File: src/rtl/flit_link_tx.sv
// Link output stage: pops flits from the upstream buffer and drives them onto the
// inter-router link under credit-based flow control, checking HEAD/BODY/TAIL framing.
module flit_link_tx #(
  parameter int FLIT_SIZE = 8,
  parameter int CREDITS   = 8,
  localparam int CNT_W    = $clog2(CREDITS + 1)
) (
  input  logic                 clk,
  input  logic                 rst,
  input  logic [FLIT_SIZE-1:0] data_i,
  input  logic                 empty_i,
  output logic                 read_o,
  output logic [FLIT_SIZE-1:0] flit_o,
  output logic                 valid_o,
  input  logic                 credit_i,
  output logic [CNT_W-1:0]     credit_cnt_o,
  output logic                 in_packet_o,
  output logic                 error_o
);

  typedef enum logic {
    IDLE   = 1'b0,
    IN_PKT = 1'b1
  } state_t;

  typedef enum logic [1:0] {
    T_HEAD     = 2'b00,
    T_BODY     = 2'b01,
    T_TAIL     = 2'b10,
    T_HEADTAIL = 2'b11
  } flit_type_t;

  localparam logic [CNT_W-1:0] CNT_MAX = CNT_W'(CREDITS);

  state_t           state_q, state_d;
  logic             send;
  logic             frame_err;
  logic             credit_ovf;
  logic [CNT_W-1:0] cnt_d;
  flit_type_t       ftype;

  // The send decision uses the registered count, so a credit arriving at zero
  // only enables a send on the following cycle.
  assign send   = ~rst & ~empty_i & (credit_cnt_o != '0);
  assign read_o = send;
  assign ftype  = flit_type_t'(data_i[FLIT_SIZE-1:FLIT_SIZE-2]);

  always_comb begin
    state_d   = state_q;
    frame_err = 1'b0;
    if (send) begin
      unique case (state_q)
        IDLE: begin
          unique case (ftype)
            T_HEAD:     state_d = IN_PKT;
            T_HEADTAIL: state_d = IDLE;
            default:    frame_err = 1'b1;
          endcase
        end
        IN_PKT: begin
          unique case (ftype)
            T_BODY: state_d = IN_PKT;
            T_TAIL: state_d = IDLE;
            T_HEAD: frame_err = 1'b1;
            default: begin
              state_d   = IDLE;
              frame_err = 1'b1;
            end
          endcase
        end
        default: state_d = IDLE;
      endcase
    end
  end

  // A credit returned while already full saturates and is flagged as an overflow.
  always_comb begin
    cnt_d      = credit_cnt_o;
    credit_ovf = 1'b0;
    if (send && !credit_i) begin
      cnt_d = credit_cnt_o - 1'b1;
    end else if (!send && credit_i) begin
      if (credit_cnt_o == CNT_MAX) begin
        credit_ovf = 1'b1;
      end else begin
        cnt_d = credit_cnt_o + 1'b1;
      end
    end
  end

  always_ff @(posedge clk) begin
    if (rst) begin
      state_q      <= IDLE;
      flit_o       <= '0;
      valid_o      <= 1'b0;
      credit_cnt_o <= CNT_MAX;
      error_o      <= 1'b0;
    end else begin
      state_q      <= state_d;
      valid_o      <= send;
      credit_cnt_o <= cnt_d;
      error_o      <= error_o | frame_err | credit_ovf;
      if (send) begin
        flit_o <= data_i;
      end
    end
  end

  assign in_packet_o = (state_q == IN_PKT);

endmodule

File: config.mk
export PLATFORM = sky130hd
export DESIGN_NAME = flit_link_tx
export DESIGN_NICKNAME = d
export VERILOG_FILES = /design/src/rtl/flit_link_tx.sv
export SDC_FILE = /design/constraint.sdc
export NUM_CORES = 1
export LEC_CHECK = 0
export ABC_AREA = 1
export CAP_MARGIN = 20
export CORE_AREA = 2 2 39 41
export DETAILED_ROUTE_END_ITERATION = 10
export DIE_AREA = 0 0 41 43
export DONT_BUFFER_PORTS = 1
export PLACE_DENSITY = 0.81
export SLEW_MARGIN = 20
export SYNTH_ARGS = -nofsm -noshare
export SYNTH_HDL_FRONTEND = slang
export SYNTH_SLANG_ARGS = --single-unit
File: constraint.sdc
create_clock -name clk -period 3.15 [get_ports clk]
set_input_delay 0.315 -clock clk [delete_from_list [all_inputs] [get_ports clk]]
set_output_delay 0.315 -clock clk [all_outputs]
set_load 0.005 [all_outputs]
==> impl_results.md <==
- Status: completed
- Hold_buf cts: 0
- Data required time at the worst endpoint: 3.34 ns
- Buf/Inv on CP: 2
- Clk buf depth: 2
- # clock sinks: 15
- Hold wc startpoint: rst
- Wirelength per Cell: 11.4 um
- Path depth of the worst reg2reg path: 11
- First-pass GRT wire length: 2040 um
- Fin. Hold Viols: 0
- Vias per cell: 5.22
- Nets: 121
- Setup CP Type: register to register
- Setup crit start kind: register
- Reg2Reg Capture Point: credit_cnt_o[1]$_SDFFE_PP0P_
- Final WL: 1350 um
- Antenna violations before repair: 0
- Total gr overflow: 0
- R2r setup slk: 1.15 ns
- Internal power: 0.376 mW
- Critical path, cell by cell: nor2_2 > nand3_2 > nand2_4 > inv_4 > ha_1 > nand2_1 > inv_1 > nor2_1 > ha_1 > o21ai_0 > nor2_1
- Post-CTS Setup Inserts: 0
- GP Congestion: 0.755
- Yosys reg bits: 15
- Synth Warn #: 0
- Max VDD drop: 0.382 mV
- Die area: 1760 um^2
- Core area: 1380 um^2
- Min-Delay Path Class: input pin to register
- Largest net degree at the start of global routing: 16
- Max-Cap Viols: 0
- RSZ-0062 raised after global routing: no
- Vias in the first global route: 522
- CTS tree: yes
- PortBufs: 0
- DP Wirelength: 1040 um
- Final ANT Viol Nets: 0
- Worst skew pair latency: 0.29 ns
- Via count: 616
- Slowest-stage cell, CP: dfxtp_1
- Comb power frac: 35.4%
- Drt drc: 0
- Worst slew pin tran: 0.336 ns
- Clk_skew: 0.00343 ns
- Part of the power in registers: 46.6%
- Period minus WS final: 2.00 ns
- Overall die height: 43 um
- Site row count: 14
- Yosys top cell by area: dfxtp_1
- Diodes inserted: 0
- WHS: 0.0803 ns
- # setup viols final: 0
- Clock power share: 18.1%
- I/O pin count: 28
- Hold Path Depth: 1
- Leak: 0.395 nW
- Critical Path AT: 2.19 ns
- Sequential area share after synthesis: 40.1%
- Setup tns final: 0 ns
- Crit path max fanout: 15
- Critical path capture point type: register
- NetSw: 0.264 mW
- Synth cell types: 19
- Resized cells post-CTS: 0
- Worst-path clk slew: 0.10 ns
- Fin. max-slew vios: 0
- Syn Inst Count: 100
- PD cells: 821 nW/um^2
- Top post-synthesis cells by area: dfxtp_1 40%, ha_1 10%, nand2_1 10%
- Synthesized net count: 118
- Slowest stage delay, CP: 0.38 ns
- Synthesized area per cell: 7.48 um^2
- Post-Syn Area: 748 um^2
- Clk root buf: clkbuf_4
- CTS Buf Count: 3
- First-pass DRT Iterations: 4
- Sw frac: 41.3%
- Tot GR Track Use: 17.2%
- Max Freq: 501 MHz
- FF-to-FF Start: credit_cnt_o[0]$_SDFFE_PP0P_
- Proportion of layout cells with a drive suffix above 1: 9.80%
- Initial core utilization: 54.1%
- Fin crit share: 63.4%
- Layout area overhead: 4.18%
- Die Width: 41 um
- Yosys top cell area share: 40.1%
- Initial drt markers: 17
- Hold endpoint: in_packet_o$_SDFFE_PP0P_
- # H-tree levels: 1
- Relative slew slack: 77.6%
- Crit-path leading delay family: simple AND/OR/NAND/NOR gates
Yosys cell counts (all sizes together):
master and instances:
xnor2 3, inv 14, a21oi 4, nor3 1, ha 6, o21ai 7, dfxtp 15, nand2 22
buf 2, nand3 14, nor2 12
per-stage QoR:
| stage | total power [mW] | area (um^2) | setup WS [ns] | instances | utilization, % |
|---|---|---|---|---|---|
| final | 0.640 | 779 | 1.15 | 118 | 56.3 |
| after global routing | 0.691 | 779 | 0.913 | 118 | 56.3 |
| after CTS | 0.646 | 779 | 1.14 | 118 | 56.3 |
| after detailed placement | 0.533 | 752 | 1.15 | 114 | 54.3 |
| after global placement | 0.522 | 752 | 1.24 | 114 | 54.3 |
| after floorplan | 0.489 | 748 | 1.42 | 100 | - |
sequential cells by signal, summed over array words and instances, names as in the netlist:
register / count
error_o: 1
in_packet_o: 1
valid_o: 1
flit_o: 8
credit_cnt_o: 4
cell families after synthesis:
kind of cell | synth area share [%]
and+or+nand+nor | 29.4
buffers and inverters | 9.53
DFF | 40.1
AOI/OAI and AO/OA | 7.36
adders and majority gates | 10.0
xor gates and xnor gates | 3.51
routing by layer:
layer,track usage [%],part of all wire (%),vias up
li1,-,-,322
met1,22.5,42,270
met2,24.4,50,20
met3,4.71,5.9,4
met4,10.0,1.8,0
met5,0,0,-
worst max path at each step:
| stage | slack (ns) | to | startpoint | cells past startpoint |
|---|---|---|---|---|
| CTS | 1.14 | credit_cnt_o[2]$_SDFFE_PP0P_ | credit_cnt_o[0]$_SDFFE_PP0P_ | 13 |
| detailed placement | 1.15 | credit_cnt_o[2]$_SDFFE_PP0P_ | credit_cnt_o[0]$_SDFFE_PP0P_ | 13 |
| global placement | 1.24 | credit_cnt_o[2]$_SDFFE_PP0P_ | credit_cnt_o[0]$_SDFFE_PP0P_ | 13 |
| floorplan | 1.42 | credit_cnt_o[2]$_SDFFE_PP0P_ | credit_cnt_o[0]$_SDFFE_PP0P_ | 13 |
| global route | 0.91 | credit_cnt_o[2]$_SDFFE_PP0P_ | credit_cnt_o[0]$_SDFFE_PP0P_ | 13 |
| finish | 1.15 | credit_cnt_o[1]$_SDFFE_PP0P_ | credit_cnt_o[0]$_SDFFE_PP0P_ | 11 |
area by class of cell:
cell class                 count  area (um^2)
sequential                    15          300
tap                           16         20.0
clock buffer                   3         22.5
inverter                      14         55.1
fill                         132          604
multi-input combinational     69          377
clock inverter                 1         5.00
power groups by stage:
stage / registers [mW] / clock network (mW) / logic [mW]
after floorplan: 0.290 / 0 / 0.199
after global placement: 0.303 / 0 / 0.219
after detailed placement: 0.305 / 0 / 0.229
after CTS: 0.300 / 0.117 / 0.229
after global routing: 0.306 / 0.122 / 0.264
final: 0.298 / 0.116 / 0.226
layout by cell type, fill, tap and decap left out, drive strengths merged:
cell,synthesis,final
a21oi,4,4
clkbuf,0,3
clkinv,0,1
dfxtp,15,15
ha,6,6
inv,14,14
nand2,22,22
nand3,14,14
nor2,12,12
nor3,1,1
o21ai,7,7
xnor2,3,3
Note: power is estimated with default switching activity, not from simulation.
